[src/rtl/ctrl_loader_pkg.sv]
// rtl/ctrl_loader_pkg.sv - shared states, err bit indices and beat-count helper for the control-word loader
package ctrl_loader_pkg;

    typedef enum logic [2:0] {
        S_IDLE   = 3'd0,
        S_LOAD   = 3'd1,
        S_LOADED = 3'd2,
        S_RUN    = 3'd3,
        S_DONE   = 3'd4
    } state_t;

    localparam int ERR_OVF = 0;
    localparam int ERR_WD  = 1;

    function automatic int beats_per_word(input int ctrl_width, input int beat_width);
        return (ctrl_width + beat_width - 1) / beat_width;
    endfunction

endpackage

[src/rtl/ctrl_program_loader_beat_packer.sv]
// rtl/ctrl_program_loader_beat_packer.sv - packs host beats into zero-padded control words
import ctrl_loader_pkg::*;

module beat_packer #(
    parameter int CTRL_WIDTH = 72,
    parameter int BEAT_WIDTH = 32
) (
    input  logic                  clk,
    input  logic                  rst,
    input  logic [BEAT_WIDTH-1:0] beat_data,
    input  logic                  beat_fire,
    input  logic                  beat_last,
    output logic                  word_valid,
    output logic [CTRL_WIDTH-1:0] word_data
);

    localparam int B  = beats_per_word(CTRL_WIDTH, BEAT_WIDTH);
    localparam int CW = (B > 1) ? $clog2(B) : 1;

    logic [CW-1:0]         cnt;
    logic [CTRL_WIDTH-1:0] acc;
    logic [CTRL_WIDTH-1:0] merged;

    // Slots above the current beat are still zero because acc clears after every word.
    always_comb begin
        merged = acc;
        for (int i = 0; i < CTRL_WIDTH; i++) begin
            if (cnt == CW'(i / BEAT_WIDTH)) begin
                merged[i] = beat_data[i % BEAT_WIDTH];
            end
        end
    end

    assign word_valid = beat_fire && (beat_last || cnt == CW'(B - 1));
    assign word_data  = merged;

    always_ff @(posedge clk) begin
        if (rst) begin
            cnt <= '0;
            acc <= '0;
        end else if (beat_fire) begin
            if (word_valid) begin
                cnt <= '0;
                acc <= '0;
            end else begin
                cnt <= cnt + 1'b1;
                acc <= merged;
            end
        end
    end

endmodule

[src/rtl/ctrl_program_loader.sv]
// rtl/ctrl_program_loader.sv - loads control words into the tester BRAM and runs it; LOADER_WATCHDOG_EN adds a run watchdog
import ctrl_loader_pkg::*;

module ctrl_program_loader #(
    parameter int ADDR_WIDTH = 12,
    parameter int CTRL_WIDTH = 72,
    parameter int BEAT_WIDTH = 32,
    parameter int WD_CYCLES  = 2**20
) (
    input  logic                  CLK_100,
    input  logic                  RST,
    input  logic [BEAT_WIDTH-1:0] s_data,
    input  logic                  s_valid,
    input  logic                  s_last,
    output logic                  s_ready,
    input  logic                  go,
    output logic [ADDR_WIDTH-1:0] bram_addr,
    output logic [CTRL_WIDTH-1:0] bram_din,
    output logic                  bram_en,
    output logic                  bram_we,
    output logic                  START,
    input  logic                  COMPLETED,
    output logic                  busy,
    output logic                  done,
    output logic [ADDR_WIDTH:0]   word_count,
    output logic [1:0]            err,
    output logic [2:0]            debug_state
);

    localparam logic [ADDR_WIDTH:0] WC_MAX = {1'b1, {ADDR_WIDTH{1'b0}}};

    state_t                state, state_nx;
    logic                  fin_pend;
    logic                  seen_run;
    logic                  beat_fire;
    logic                  word_valid;
    logic [CTRL_WIDTH-1:0] word_data;
    logic [ADDR_WIDTH:0]   wc_base;
    logic                  wd_expired;

`ifdef LOADER_WATCHDOG_EN
    localparam int WDW = $clog2(WD_CYCLES + 1);
    logic [WDW-1:0] wd_cnt;
    assign wd_expired = (state == S_RUN) && (wd_cnt == WDW'(WD_CYCLES - 1));
`else
    assign wd_expired = 1'b0;
`endif

    // While the final write is in flight the FSM stays in LOAD but refuses beats.
    assign s_ready     = !RST && ((state == S_IDLE) || (state == S_LOAD && !fin_pend));
    assign beat_fire   = s_valid && s_ready;
    assign wc_base     = (state == S_IDLE) ? '0 : word_count;
    assign START       = (state == S_RUN);
    assign done        = (state == S_DONE);
    assign busy        = (state != S_IDLE);
    assign debug_state = state;

    beat_packer #(
        .CTRL_WIDTH(CTRL_WIDTH),
        .BEAT_WIDTH(BEAT_WIDTH)
    ) u_packer (
        .clk       (CLK_100),
        .rst       (RST),
        .beat_data (s_data),
        .beat_fire (beat_fire),
        .beat_last (s_last),
        .word_valid(word_valid),
        .word_data (word_data)
    );

    always_comb begin
        state_nx = state;
        case (state)
            S_IDLE:   if (beat_fire) state_nx = S_LOAD;
            S_LOAD:   if (fin_pend) state_nx = S_LOADED;
            S_LOADED: if (go) state_nx = S_RUN;
            S_RUN:    if ((seen_run && COMPLETED) || wd_expired) state_nx = S_DONE;
            S_DONE:   state_nx = S_IDLE;
            default:  state_nx = S_IDLE;
        endcase
    end

    always_ff @(posedge CLK_100) begin
        if (RST) begin
            state      <= S_IDLE;
            fin_pend   <= 1'b0;
            seen_run   <= 1'b0;
            word_count <= '0;
            err        <= '0;
            bram_addr  <= '0;
            bram_din   <= '0;
            bram_en    <= 1'b0;
            bram_we    <= 1'b0;
        end else begin
            state    <= state_nx;
            bram_en  <= 1'b0;
            bram_we  <= 1'b0;
            fin_pend <= beat_fire && s_last;
            seen_run <= (state == S_RUN) && (seen_run || !COMPLETED);
            if (beat_fire && state == S_IDLE) begin
                word_count <= '0;
                err        <= '0;
            end
            if (word_valid) begin
                if (wc_base == WC_MAX) begin
                    err[ERR_OVF] <= 1'b1;
                end else begin
                    bram_en    <= 1'b1;
                    bram_we    <= 1'b1;
                    bram_addr  <= wc_base[ADDR_WIDTH-1:0];
                    bram_din   <= word_data;
                    word_count <= wc_base + 1'b1;
                end
            end
            if (wd_expired && !(seen_run && COMPLETED)) begin
                err[ERR_WD] <= 1'b1;
            end
        end
    end

`ifdef LOADER_WATCHDOG_EN
    always_ff @(posedge CLK_100) begin
        if (RST || state != S_RUN) begin
            wd_cnt <= '0;
        end else begin
            wd_cnt <= wd_cnt + 1'b1;
        end
    end
`endif

endmodule

[config.mk]
export PLATFORM = sky130hd
export DESIGN_NAME = ctrl_program_loader
export DESIGN_NICKNAME = d
export VERILOG_FILES = /design/src/rtl/ctrl_loader_pkg.sv /design/src/rtl/ctrl_program_loader_beat_packer.sv /design/src/rtl/ctrl_program_loader.sv
export SDC_FILE = /design/constraint.sdc
export NUM_CORES = 1
export LEC_CHECK = 0
export CORE_MARGIN = 4
export CORE_UTILIZATION = 30
export DETAILED_ROUTE_END_ITERATION = 8
export GPL_TIMING_DRIVEN = 0
export HOLD_SLACK_MARGIN = 0.08
export PLACE_DENSITY = 0.48
export SLEW_MARGIN = 20
export SYNTH_ARGS = -nofsm -noshare
export SYNTH_HDL_FRONTEND = slang
export SYNTH_SLANG_ARGS = --single-unit
[constraint.sdc]
create_clock -name CLK_100 -period 5.54 [get_ports CLK_100]
set_clock_uncertainty 0.15 [all_clocks]
set_input_delay 1.662 -clock CLK_100 [delete_from_list [all_inputs] [get_ports CLK_100]]
set_output_delay 1.662 -clock CLK_100 [all_outputs]
set_load 0.01 [all_outputs]
==> results of run 1 <==
## metal layers
metal  global-route usage  part of all wire  vias up
li1                     -                 -     3036
met1               0.2467              0.49     2919
met2               0.2655              0.45      153
met3              0.03670             0.046       11
met4              0.03774            0.0097        0
met5                    0                 0        -
## where the power goes
part           internal [W]  leakage (nW)  switching [W]
sequential          0.00132          1.44      0.0000239
combinational      0.000142          1.71       0.000178
clock              0.000596         0.277       0.000577
## synth_stat cells (all sizes together), types with 6 or more instances
library cell	number	area, sq um
a211oi	73	578.1
a21oi	19	95.09
a22oi	68	510.5
and2	11	68.82
buf	32	205.2
clkbuf	38	142.6
dfxtp	178	3563
inv	7	26.28
mux2i	74	740.7
nand2	29	116.4
nand3	19	95.09
nor2	151	566.8
nor3	6	30.03
## metrics by stage
| step | hold slack (ns) | cell area [sq um] | utilization |
|---|---|---|---|
| final | 0.3073 | 9589 | 0.4085 |
| after global routing | 0.3301 | 9589 | 0.4085 |
| after CTS | 0.3093 | 9587 | 0.4084 |
| after detailed placement | 0.2929 | 9020 | 0.3843 |
| after global placement | 0.2916 | 9020 | 0.3843 |
| after floorplan | 0.2791 | 7179 | - |
## worst paths after layout
check,startpoint,to,cells past startpoint
min,bram_addr[3],bram_addr[3],2
max,RST,s_ready,3
max reg2reg,debug_state[2],word_count[12],9
min reg2reg,bram_addr[3],bram_addr[3],2
## final cells by class
| cell class | instances | area [sq um] | share of cell area |
|---|---|---|---|
| clock inverters | 15 | 141.4 | 0.01474 |
| diodes | 1 | 2.502 | 0.0002610 |
| clock buffers | 17 | 425.4 | 0.04436 |
| plain buffers | 70 | 347.8 | 0.03627 |
| multi-input cells | 504 | 3233 | 0.3372 |
| repair buffers | 144 | 1441 | 0.1503 |
| well taps | 319 | 399.1 | 0.04162 |
| flip-flops and latches | 178 | 3563 | 0.3716 |
| inverters | 8 | 35.03 | 0.003653 |
## critical path, stage by stage
cell and delay (ns):
clkdlybuf4s50_1 0.51, a2111oi_4 0.49, clkdlybuf4s50_1 0.67
## state kept, by name, indices dropped and copies added, names as in the netlist
register,count
bram_din,72
word_count,13
bram_addr,12
seen_run,1
fin_pend,1
debug_state,3
err,1
bram_we,1
u_packer.cnt,2
u_packer.acc,72
## kinds of logic (layout without fill, tap and decap cells)
group / after synthesis / count (layout)
and+or+nand+nor: 242 / 242
DFF: 178 / 178
AOI/OAI and AO/OA: 177 / 177
buffers and inverters: 78 / 254
muxes: 74 / 74
xor gates and xnor gates: 6 / 6
adders and majority gates: 4 / 4
other: 1 / 2
## layout by cell type (no fill, tap or decap), drive strengths merged, types with 2 or more instances in the layout
cell / instances
or3: 2
clkbuf: 55
nor2: 151
mux2i: 74
nor4: 5
clkdlybuf4s50: 144
a22oi: 68
o21ai: 3
inv: 14
nand4: 4
and2: 11
dfxtp: 178
xnor2: 5
or2: 2
nor2b: 2
a21oi: 19
clkinv: 8
nand2: 29
a31oi: 3
buf: 32
a32oi: 2
and3: 5
and4: 2
nor3: 6
nand3: 19
ha: 4
a211oi: 73
==> flow_metrics.py, run 1 <==
metrics = {
    "status": {
        "status": "finished, final reports clean",
    },
    "floorplan": {
        "coreArea_sq_um": 23470,
        "fp.dieH_um": 162.7,
        "initial_core_util": 0.3059,
        "pin_count": 146,
        "rows": 56,
        "die_w_um": 162.7,
        "dieArea_sq_um": 26470,
    },
    "routing": {
        "drt_iter0_drc": 352,
        "first_pass_iters": 5,
        "drt-total-wl_mm": 22.95,
        "wire_per_inst_um": 18.27,
        "final_antenna_net_count": 0,
        "route.detailed.drc": 0,
        "vias": 6119,
        "via_per_inst": 4.872,
    },
    "synthesis": {
        "yosysSeqAreaShare": 0.4963,
        "synth_top_family_by_area": "compound AO/OA/AOI/OAI gates",
        "post_synth_xor_area_fraction": 0.007320,
        "synthFlopType": "dfxtp_1",
        "avgSynthCellArea_sq_um": 9.447,
        "synth_cell_types": 48,
        "synth_edf_count": 0,
        "synth_fp_nets": 802,
        "synth_area_sq_um": 7179,
        "synthArstFlopShare": 0,
        "synth_fa_ha_area_frac": 0.006971,
        "synth-simple-area-share": 0.1464,
        "synth_cells": 760,
        "synth-seq-cells": 178,
        "synth_warnings": 0,
        "synth-compound-area-share": 0.1860,
        "synth_mux_area_frac": 0.1032,
    },
    "pwr": {
        "total_power_w": 0.002835,
        "p_per_area_nw_per_um2": 295.6,
        "irDropWorstVdd_mv": 0.1673,
        "leakage_nw": 3.430,
    },
    "place": {
        "gp_congestion": 0.8165,
        "placed_cells": 1223,
        "pre_cts_ws_ns": 0.3899,
        "portBuffers": 144,
        "dp_hpwl_mm": 16.42,
    },
    "hold_path": {
        "hold_class": "reg -> reg",
    },
    "critical_path": {
        "arrival_ns": 3.34,
        "cp_max_fo": 5,
        "endpoint_kind": "primary output",
        "worst-setup-path-type": "in -> out",
        "worstPathRequired_ns": 3.73,
        "r2r_slack_ns": 2.52,
        "cp-start-kind": "input pin",
    },
    "global_route": {
        "grt_usage": 0.1715,
        "grt_antenna_before_repair": 1,
        "grt_pass1_wl_mm": 35.20,
        "grt_overflow": 0,
        "grt_pass1_vias": 5941,
        "grt_max_degree": 19,
    },
    "clock_tree": {
        "cts_tree": "built",
        "cts_hold_buffers": 0,
        "numCtsBuffers": 17,
        "h-tree-depth": 4,
        "clkSinkCount": 178,
        "clockBufferDepth": 2,
        "clockRootBuffer": "clkbuf_16",
        "ctsResizeCount": 0,
        "post-cts-setup-buffers": 0,
        "clk_pin_slew_ns": 0.07,
        "clk_latency_ns": 0.43,
    },
    "run": {
        "cap_violations": 0,
    },
    "sta": {
        "fin_crit_ns": 5.154,
        "rsz0062_at_grt": "no",
        "setup_violations": 0,
        "finalSetupTns_ns": 0,
        "period_share": 0.9303,
        "worstMarginPinSlew_ns": 0.8722,
        "fmax_mhz": 194.0,
        "fin_ws_ns": 0.3863,
        "timing.slew.headroom": 0.4185,
        "drv_slew": 0,
        "hold_viol": 0,
    },
    "cells_and_area": {
        "fill_cells": 2333,
        "drive_gt1_frac": 0.07906,
        "syn_to_final_growth_pct": 33.57,
        "nNetsFinal": 965,
        "stdcell_count": 1256,
    },
}
(Power assumes the default switching activity.)
==> run 2, diff against run 1 <==
--- a/config.mk
+++ b/config.mk
@@ -9,9 +9,9 @@
 export CORE_UTILIZATION = 30
 export DETAILED_ROUTE_END_ITERATION = 8
 export GPL_TIMING_DRIVEN = 0
-export HOLD_SLACK_MARGIN = 0.08
+export HOLD_SLACK_MARGIN = 0.02
 export PLACE_DENSITY = 0.48
-export SLEW_MARGIN = 20
+export SLEW_MARGIN = 30
 export SYNTH_ARGS = -nofsm -noshare
 export SYNTH_HDL_FRONTEND = slang
 export SYNTH_SLANG_ARGS = --single-unit
==> results of run 2 <==
No change in the layout: final DEF, timing and power equal those of run 1.
==> run 3, diff against run 2 <==
--- a/config.mk
+++ b/config.mk
@@ -9,7 +9,7 @@
 export CORE_UTILIZATION = 30
 export DETAILED_ROUTE_END_ITERATION = 8
 export GPL_TIMING_DRIVEN = 0
-export HOLD_SLACK_MARGIN = 0.02
+export HOLD_SLACK_MARGIN = 0.06
 export PLACE_DENSITY = 0.48
 export SLEW_MARGIN = 30
 export SYNTH_ARGS = -nofsm -noshare
==> results of run 3 <==
No change in the layout: final DEF, timing and power equal those of run 1.
